[src/rtl/mmio_fabric.sv]
// Memory-mapped interconnect from the CPU data port to NUM_SLAVES peripherals.
// Region-decoded, ready-handshaked accesses with timeout, registered response and error log.
module mmio_fabric #(
  parameter int unsigned NUM_SLAVES = 4,
  parameter int unsigned DATA_W     = 32,
  parameter int unsigned REGION_LSB = 8,
  parameter int unsigned REGION_W   = 4,
  parameter int unsigned TIMEOUT    = 15
) (
  input  logic                         clock,
  input  logic                         reset,
  input  logic                         cpu_req,
  input  logic                         cpu_we,
  input  logic [31:0]                  cpu_addr,
  input  logic [DATA_W-1:0]            cpu_wd,
  output logic [DATA_W-1:0]            cpu_rd,
  output logic                         cpu_ready,
  output logic                         cpu_err,
  output logic [NUM_SLAVES-1:0]        s_sel,
  output logic [NUM_SLAVES-1:0]        s_we,
  output logic [31:0]                  s_addr,
  output logic [DATA_W-1:0]            s_wd,
  input  logic [NUM_SLAVES*DATA_W-1:0] s_rd,
  input  logic [NUM_SLAVES-1:0]        s_ready,
  output logic [7:0]                   err_count,
  output logic [31:0]                  err_addr
);

  typedef enum logic [1:0] {StIdle, StAccess, StResp} state_e;

  state_e                  state_q;
  logic [NUM_SLAVES-1:0]   sel_q;
  logic                    we_q;
  logic [31:0]             addr_q;
  logic [DATA_W-1:0]       wd_q;
  logic [7:0]              cnt_q;
  logic [DATA_W-1:0]       rd_q;
  logic                    err_q;
  logic                    ready_q;
  logic [7:0]              err_count_q;
  logic [31:0]             err_addr_q;

  logic [REGION_W-1:0]     region;
  logic [NUM_SLAVES-1:0]   dec;
  logic [DATA_W-1:0]       slave_rd;
  logic                    hit;

  // Region values >= NUM_SLAVES match no decode bit, so dec == 0 means unmapped.
  always_comb begin
    region = cpu_addr[REGION_LSB +: REGION_W];
    dec    = '0;
    for (int unsigned i = 0; i < NUM_SLAVES; i++) begin
      dec[i] = (region == REGION_W'(i));
    end
  end

  always_comb begin
    slave_rd = '0;
    for (int unsigned i = 0; i < NUM_SLAVES; i++) begin
      if (sel_q[i]) slave_rd = slave_rd | s_rd[i*DATA_W +: DATA_W];
    end
    hit = |(sel_q & s_ready);
  end

  always_ff @(posedge clock) begin
    if (reset) begin
      state_q     <= StIdle;
      sel_q       <= '0;
      we_q        <= 1'b0;
      addr_q      <= '0;
      wd_q        <= '0;
      cnt_q       <= '0;
      rd_q        <= '0;
      err_q       <= 1'b0;
      ready_q     <= 1'b0;
      err_count_q <= '0;
      err_addr_q  <= '0;
    end else begin
      ready_q <= 1'b0;
      rd_q    <= '0;
      err_q   <= 1'b0;
      unique case (state_q)
        StIdle: begin
          if (cpu_req) begin
            addr_q <= cpu_addr;
            we_q   <= cpu_we;
            wd_q   <= cpu_wd;
            cnt_q  <= '0;
            if (|dec) begin
              sel_q   <= dec;
              state_q <= StAccess;
            end else begin
              sel_q       <= '0;
              ready_q     <= 1'b1;
              err_q       <= 1'b1;
              err_addr_q  <= cpu_addr;
              err_count_q <= (err_count_q == 8'hFF) ? err_count_q : err_count_q + 8'd1;
              state_q     <= StResp;
            end
          end
        end
        StAccess: begin
          // A ready in the final permitted cycle wins over the timeout.
          if (hit) begin
            ready_q <= 1'b1;
            rd_q    <= we_q ? '0 : slave_rd;
            sel_q   <= '0;
            state_q <= StResp;
          end else if (cnt_q == 8'(TIMEOUT - 1)) begin
            ready_q     <= 1'b1;
            err_q       <= 1'b1;
            sel_q       <= '0;
            err_addr_q  <= addr_q;
            err_count_q <= (err_count_q == 8'hFF) ? err_count_q : err_count_q + 8'd1;
            state_q     <= StResp;
          end else begin
            cnt_q <= cnt_q + 8'd1;
          end
        end
        StResp:  state_q <= StIdle;
        default: state_q <= StIdle;
      endcase
    end
  end

  assign cpu_rd    = rd_q;
  assign cpu_ready = ready_q;
  assign cpu_err   = err_q;
  assign s_sel     = sel_q;
  assign s_we      = sel_q & {NUM_SLAVES{we_q}};
  assign s_addr    = addr_q;
  assign s_wd      = wd_q;
  assign err_count = err_count_q;
  assign err_addr  = err_addr_q;

endmodule

[config.mk]
export PLATFORM = sky130hd
export DESIGN_NAME = mmio_fabric
export DESIGN_NICKNAME = d
export VERILOG_FILES = /design/src/rtl/mmio_fabric.sv
export SDC_FILE = /design/constraint.sdc
export NUM_CORES = 1
export LEC_CHECK = 0
export CAP_MARGIN = 10
export CORE_AREA = 2 2 136 138
export CTS_CLUSTER_SIZE = 30
export DETAILED_ROUTE_END_ITERATION = 6
export DIE_AREA = 0 0 138 140
export DONT_BUFFER_PORTS = 1
export RECOVER_POWER = 25
export SKIP_LAST_GASP = 1
export SLEW_MARGIN = 25
export SYNTH_ARGS = -nofsm -noshare
export SYNTH_HDL_FRONTEND = slang
export SYNTH_SLANG_ARGS = --single-unit
[constraint.sdc]
create_clock -name clock -period 2.4 [get_ports clock]
set_input_delay 0 -clock clock [delete_from_list [all_inputs] [get_ports clock]]
set_output_delay 0 -clock clock [all_outputs]
set_load 0.01 [all_outputs]
# ---- Yosys cells after proc, flatten, opt, wreduce, memory -nomap -nowiden
# Cells that the tools add are included.
dict set report classes {
  add_sub_neg 2
  n_eq_ne 12
  mux 36
  bitwise 7
  n_reduce_logical 11
}
# op count
set op_table {}
lappend op_table {{$mux 32} 8}
lappend op_table {{$or 32x32->32} 3}
lappend op_table {{$mux 8} 8}
lappend op_table {{$pmux 32 s2} 1}
lappend op_table {{$pmux 8 s2} 2}
lappend op_table {{$add 8x1->8 const B} 2}
lappend op_table {{$mux 4} 4}
lappend op_table {{$reduce_or 4->1} 3}
lappend op_table {{$ne 2x2->1 const B} 5}
lappend op_table {{$and 4x4->4} 2}
lappend op_table {{$eq 4x2->1 const B} 2}
lappend op_table {{$eq 8x4->1 const B} 1}
lappend op_table {{$eq 8x8->1 const B} 1}
lappend op_table {{$mux 2} 4}
lappend op_table {{$pmux 4 s2} 1}
lappend op_table {{$mux 1} 5}
lappend op_table {{$reduce_and 5->1} 1}
lappend op_table {{$eq 4x1->1 const B} 1}
lappend op_table {{$logic_not 4->1} 1}
lappend op_table {{$pmux 1 s2} 2}
lappend op_table {{$pmux 2 s2} 1}
lappend op_table {{$reduce_and 2->1} 2}
lappend op_table {{$reduce_and 4->1} 1}
lappend op_table {{$ne 3x3->1 const B} 1}
lappend op_table {{5 further kinds} 6}
dict set report totals {
  reg_bits 153
  in_bits 200
}

# ---- Logic depth before layout (Yosys ltp)
dict set report depth {
  word_depth 7
  mapped_depth 9
  depth_no_buf 7
}

# ---- Worst setup path after synthesis
# No wires, ideal clock.
dict set report synth_path {
  kind {register to register}
  from {reg sel_q[1] (netlist: s_sel[1])}
  to {reg err_addr_q[23] (netlist: err_addr[23])}
  setup_time_ns 0.091
  arrival_ns 1.745
  required_time_ns 2.309
  setup_slack_ns 0.564
  path_stages_with_launch 9
  path_buffers 4
  period_less_slack_ns 1.836
  cell_sequence {dfxtp_1 > clkbuf_1 > a22oi_1 > a21bo_2 > and3b_1 > buf_2 > buf_4 > buf_2 > a311oi_1}
}
dict set report synth_between {
  elab_chain_len 4
}
# element line_no
set synth_rtl {}
lappend synth_rtl {{from (decl)} 32} ;# logic [NUM_SLAVES-1:0] sel_q;
lappend synth_rtl {{from (signal assigned)} 68} ;# sel_q <= '0;
lappend synth_rtl {{from (signal assigned)} 90} ;# sel_q <= dec;
lappend synth_rtl {{from (signal assigned)} 93} ;# sel_q <= '0;
lappend synth_rtl {{$and 4x4->4} 62} ;# hit = |(sel_q & s_ready);
lappend synth_rtl {{$reduce_or 4->1} 62}
lappend synth_rtl {{$ne 2x2->1 (no source line)} -}
lappend synth_rtl {{$reduce_and 5->1 (no source line)} -}
lappend synth_rtl {{to (signal assigned)} 96} ;# err_addr_q <= cpu_addr;
lappend synth_rtl {{to (signal assigned)} 113} ;# err_addr_q <= addr_q;
lappend synth_rtl {{to (decl)} 41} ;# logic [31:0] err_addr_q;
# No other way between the ends.
# A chain may end at the register's enable or synchronous reset.

# ---- Worst setup path in the final report
dict set report layout_path {
  from {reg sel_q[2] (netlist: s_sel[2])}
  to {reg rd_q[21] (netlist: cpu_rd[21])}
}
dict set report layout_between {
  elab_chain_len 4
  elab_cells_between_ends 7
  cone_classes {2 x mux; 3 x bitwise; 2 x reduce/logical}
}
# element line_no
set layout_rtl {}
lappend layout_rtl {{$and 4x4->4} 62}
lappend layout_rtl {{$reduce_or 4->1} 62}
lappend layout_rtl {{$not 1->1 (no source line)} -}
lappend layout_rtl {{$reduce_or 4->1 (no source line)} -}
lappend layout_rtl {{to (signal assigned)} 106} ;# rd_q <= we_q ? '0 : slave_rd;
lappend layout_rtl {{to (decl)} 37} ;# logic [DATA_W-1:0] rd_q;
# Parallel ways exist; a longest one is shown, timed or not.

==> impl_metrics.prom <==
# TYPE chip_impl_metric gauge
chip_impl_metric{name="timing.critical_path.slowest_cell_delay",unit="ps"} 600
chip_impl_metric{name="die_y",unit="um"} 140
chip_impl_metric{name="final_layout_size_suffix_gt1_share",unit="%"} 6.23
chip_impl_metric{name="setup_ws",unit="ps"} 108
chip_impl_metric{name="worst_hold_slack",unit="ps"} -27.5
chip_impl_metric{name="number_of_unique_standard_cell_types_used_by_synthesis",unit=""} 45
chip_impl_info{name="status",value="complete, but fails checks"} 1
chip_impl_metric{name="finClkSkew",unit="ps"} 6.97
chip_impl_metric{name="grt_use_met3",unit="%"} 7.97
chip_impl_metric{name="post_drt_wl_per_cell",unit="um"} 20.4
chip_impl_metric{name="final_antenna_net_count",unit=""} 0
chip_impl_info{name="layout.cells.most_common",value="sky130_fd_sc_hd__nand2_1"} 1
chip_impl_metric{name="cellPowerDensity",unit="nW/um2"} 705
chip_impl_metric{name="max-cap-violations",unit=""} 0
chip_impl_metric{name="synth_top_cell_area_share",unit="%"} 49.9
chip_impl_metric{name="syn_nets",unit=""} 952
chip_impl_metric{name="edff_count_synth",unit=""} 0
chip_impl_metric{name="cts-htree-levels",unit=""} 4
chip_impl_metric{name="groute.layer.met2.usage",unit="%"} 38.2
chip_impl_metric{name="layout-area-overhead-vs-synth",unit="%"} 40.0
chip_impl_metric{name="number_of_global_route_vias_before_repair",unit=""} 5984
chip_impl_metric{name="totalNegativeSetupSlack",unit="ps"} 0
chip_impl_metric{name="global_route.overflow_total",unit=""} 0
chip_impl_info{name="timing.critical_path.cells",value="buf_4 > a22oi_1 > dlygate4sd3_1 > a21oi_1 > dlygate4sd3_1"} 1
chip_impl_metric{name="min_period_over_period",unit="%"} 95.5
chip_impl_info{name="critical_path.endpoint_type",value="flip-flop"} 1
chip_impl_info{name="grt_setup_unrepaired",value="false"} 1
chip_impl_metric{name="clock.fmax",unit="GHz"} 0.436
chip_impl_metric{name="grt_util_all_layers",unit="%"} 23.3
chip_impl_metric{name="timing.max_slew.rel_slack",unit="%"} 49.2
chip_impl_metric{name="drt_iter0_markers",unit=""} 463
chip_impl_metric{name="antenna_found_initial",unit=""} 5
chip_impl_info{name="tritoncts",value="yes"} 1
chip_impl_metric{name="die-area",unit="um2"} 19300
chip_impl_info{name="netlist_top_cells_area",value="sky130_fd_sc_hd__dfxtp_1, sky130_fd_sc_hd__nand2_1, sky130_fd_sc_hd__a21oi_1"} 1
chip_impl_metric{name="timing.final.hold_violations",unit=""} 6
chip_impl_metric{name="route.detailed.vias_per_inst",unit=""} 5.53
chip_impl_metric{name="syn-instance-count",unit=""} 749
chip_impl_info{name="violations",value="hold timing"} 1
chip_impl_metric{name="numCtsBuffers",unit=""} 17
chip_impl_info{name="synth_area_leader_cell",value="sky130_fd_sc_hd__dfxtp_1"} 1
chip_impl_metric{name="crit_arrival",unit="ps"} 2650
chip_impl_metric{name="number_of_rows_created_at_floorplan",unit=""} 49
chip_impl_metric{name="synth_seq_cells",unit=""} 153
chip_impl_metric{name="nFillCells",unit=""} 1664
chip_impl_metric{name="grt_pass1_wl",unit="mm"} 35.2
chip_impl_metric{name="synthArstFlopShare",unit="%"} 0
chip_impl_metric{name="post_synthesis_cell_area",unit="um2"} 6140
chip_impl_metric{name="sinks_on_the_clock_net",unit=""} 153
chip_impl_info{name="critPathKind",value="flip-flop to flip-flop"} 1
chip_impl_metric{name="worstPathRequired",unit="ps"} 2750
chip_impl_metric{name="layout_min_cycle_time",unit="ps"} 2290
chip_impl_info{name="global_route.peak_usage_layer",value="met2"} 1
chip_impl_info{name="yosys_most_used_dff",value="sky130_fd_sc_hd__dfxtp_1"} 1
chip_impl_metric{name="place_congestion",unit=""} 0.925
chip_impl_metric{name="route.vias.total",unit=""} 6263
chip_impl_metric{name="clk_latency",unit="ps"} 410
chip_impl_metric{name="synth.avg_cell_area",unit="um2"} 8.19
chip_impl_metric{name="path_max_fanout",unit=""} 35
chip_impl_metric{name="irDropWorstVdd",unit="mV"} 0.477
chip_impl_info{name="most-common-layout-cells",value="sky130_fd_sc_hd__nand2_1, sky130_fd_sc_hd__dlygate4sd3_1, sky130_fd_sc_hd__dfxtp_1, sky130_fd_sc_hd__a21oi_1, sky130_fd_sc_hd__a22oi_1"} 1
chip_impl_metric{name="routed_wl",unit="mm"} 23.1
chip_impl_metric{name="place.detailed.hpwl",unit="mm"} 14.9
chip_impl_metric{name="grt_util_met1",unit="%"} 26.5
chip_impl_metric{name="p_leak",unit="nW"} 2.99
chip_impl_metric{name="chip_width",unit="um"} 138
chip_impl_metric{name="slew_violations",unit=""} 0
chip_impl_metric{name="post-route-drc-count",unit=""} 0
chip_impl_metric{name="grt_max_degree",unit=""} 121
chip_impl_metric{name="initial_core_util",unit="%"} 34.5
chip_impl_metric{name="clk_pin_slew_worst_paths",unit="ps"} 60
chip_impl_metric{name="ios",unit=""} 346
chip_impl_info{name="cp_common_cell",value="sky130_fd_sc_hd__dlygate4sd3_1"} 1
chip_impl_metric{name="clockBufferDepth",unit=""} 2
chip_impl_metric{name="finalSetupViolations",unit=""} 0
chip_impl_info{name="min-delay-path-class",value="input pin to flip-flop"} 1
chip_impl_metric{name="io_buffers",unit=""} 0
chip_impl_metric{name="synth-warning-count",unit=""} 0
chip_impl_metric{name="timing.reg2reg.worst_path_depth",unit=""} 5
chip_impl_metric{name="coreArea",unit="um2"} 17800
chip_impl_info{name="worstSetupStartpointType",value="flip-flop"} 1
chip_impl_metric{name="finish.net_count",unit=""} 1089
chip_impl_info{name="clock_tree.root_cell",value="sky130_fd_sc_hd__clkbuf_16"} 1
chip_impl_metric{name="worst_pin_slew",unit="ps"} 762
chip_impl_metric{name="dp_slack",unit="ps"} 299
chip_impl_info{name="crit_slowest_cell",value="sky130_fd_sc_hd__dlygate4sd3_1"} 1
chip_impl_metric{name="ys_seq_area_share",unit="%"} 49.9
chip_impl_metric{name="dr.pass1.iters",unit=""} 5
chip_impl_metric{name="hold_depth",unit=""} 2
==> critical path, delay by kind of cell (launching register included) <==
kind            cells  cell delay [ps]
compound gates      2              350
flops               1              330
buf+inv             3             1560
==> cells by family (layout without fill, tap and decap cells) <==
kind of cell             after synthesis  in the layout  synth area share [%]
buffers and inverters                 69            219                  4.71
AO/OA/AOI/OAI                        229            229                  24.1
XOR/XNOR                               4              4                 0.571
flip-flops                           153            153                  49.9
AND/OR/NAND/NOR                      289            289                  19.7
multiplexers                           2              2                 0.347
adder cells (fa/ha/maj)                3              3                 0.612
other                                  0              4                     0
==> power by group <==
part / internal (mW) / switching [mW] / leakage (nW)
combinational: 0.270 / 0.320 / 1.46
sequential: 2.67 / 0.178 / 1.25
clock: 1.48 / 1.13 / 0.278
==> state kept, by name, indices dropped and copies added, names as in the netlist <==
name,cells
cnt_q,8
cpu_err,1
cpu_rd,32
cpu_ready,1
err_addr,32
err_count,8
s_addr,32
s_sel,4
s_wd,32
state_q,2
we_q,1
==> timing repair <==
item                                    in CTS  in global routing
setup buffers                                0                  0
hold buffers                               169                  0
endpoints found under the hold margin      153                  0
resized for setup                            0                  3
endpoints found under the setup margin       0                  4
==> through the flow <==
stage                     total power [mW]  area [um2]  instances  util, %
after floorplan                       3.20        6140        749        -
after global placement                3.28        6290        927     35.4
after detailed placement              3.29        6290        927     35.4
after CTS                             6.13        8570       1128     48.2
after global routing                  6.33        8590       1131     48.3
final                                 6.06        8590       1132     48.3
==> routing by layer <==
metal	part of all wire (%)	vias to the layer above
met1	37	2949
li1	-	2921
met3	9.3	58
met4	4.8	2
met2	49	333
met5	0.035	-
==> final timing paths <==
kind / startpoint / endpoint / slack, ps
worst max-delay path: s_sel[2] / cpu_rd[21] / 110
worst min-delay path: reset / s_wd[0] / -30
worst max register to register: s_sel[2] / cpu_rd[21] / 110
worst min register to register: s_wd[25] / s_wd[25] / 510
==> cell type report <==
cell class              instances  area (um2)  share of cell area (%)
diodes                          4        10.0                   0.116
clock buffers                  19         443                    5.16
clock inverters                13         131                    1.53
inverters                       4        15.0                   0.175
multi-input cells             527        2800                    32.6
flip-flops and latches        153        3060                    35.7
well taps                     229         287                    3.33
repair buffers                183        1840                    21.5
==> cells in the mapped netlist, types with 4 or more instances <==
master	count
sky130_fd_sc_hd__nand2_1	203
sky130_fd_sc_hd__dfxtp_1	153
sky130_fd_sc_hd__and2_1	4
sky130_fd_sc_hd__o21ai_0	7
sky130_fd_sc_hd__a21oi_1	106
sky130_fd_sc_hd__nor2_1	40
sky130_fd_sc_hd__a311oi_1	31
sky130_fd_sc_hd__clkbuf_1	52
sky130_fd_sc_hd__nand3_1	10
sky130_fd_sc_hd__a22oi_1	66
sky130_fd_sc_hd__or3_1	4
sky130_fd_sc_hd__inv_1	4
sky130_fd_sc_hd__a211oi_1	4
sky130_fd_sc_hd__buf_2	6
sky130_fd_sc_hd__buf_4	4
sky130_fd_sc_hd__nor3_1	6
(Power assumes the default switching activity.)
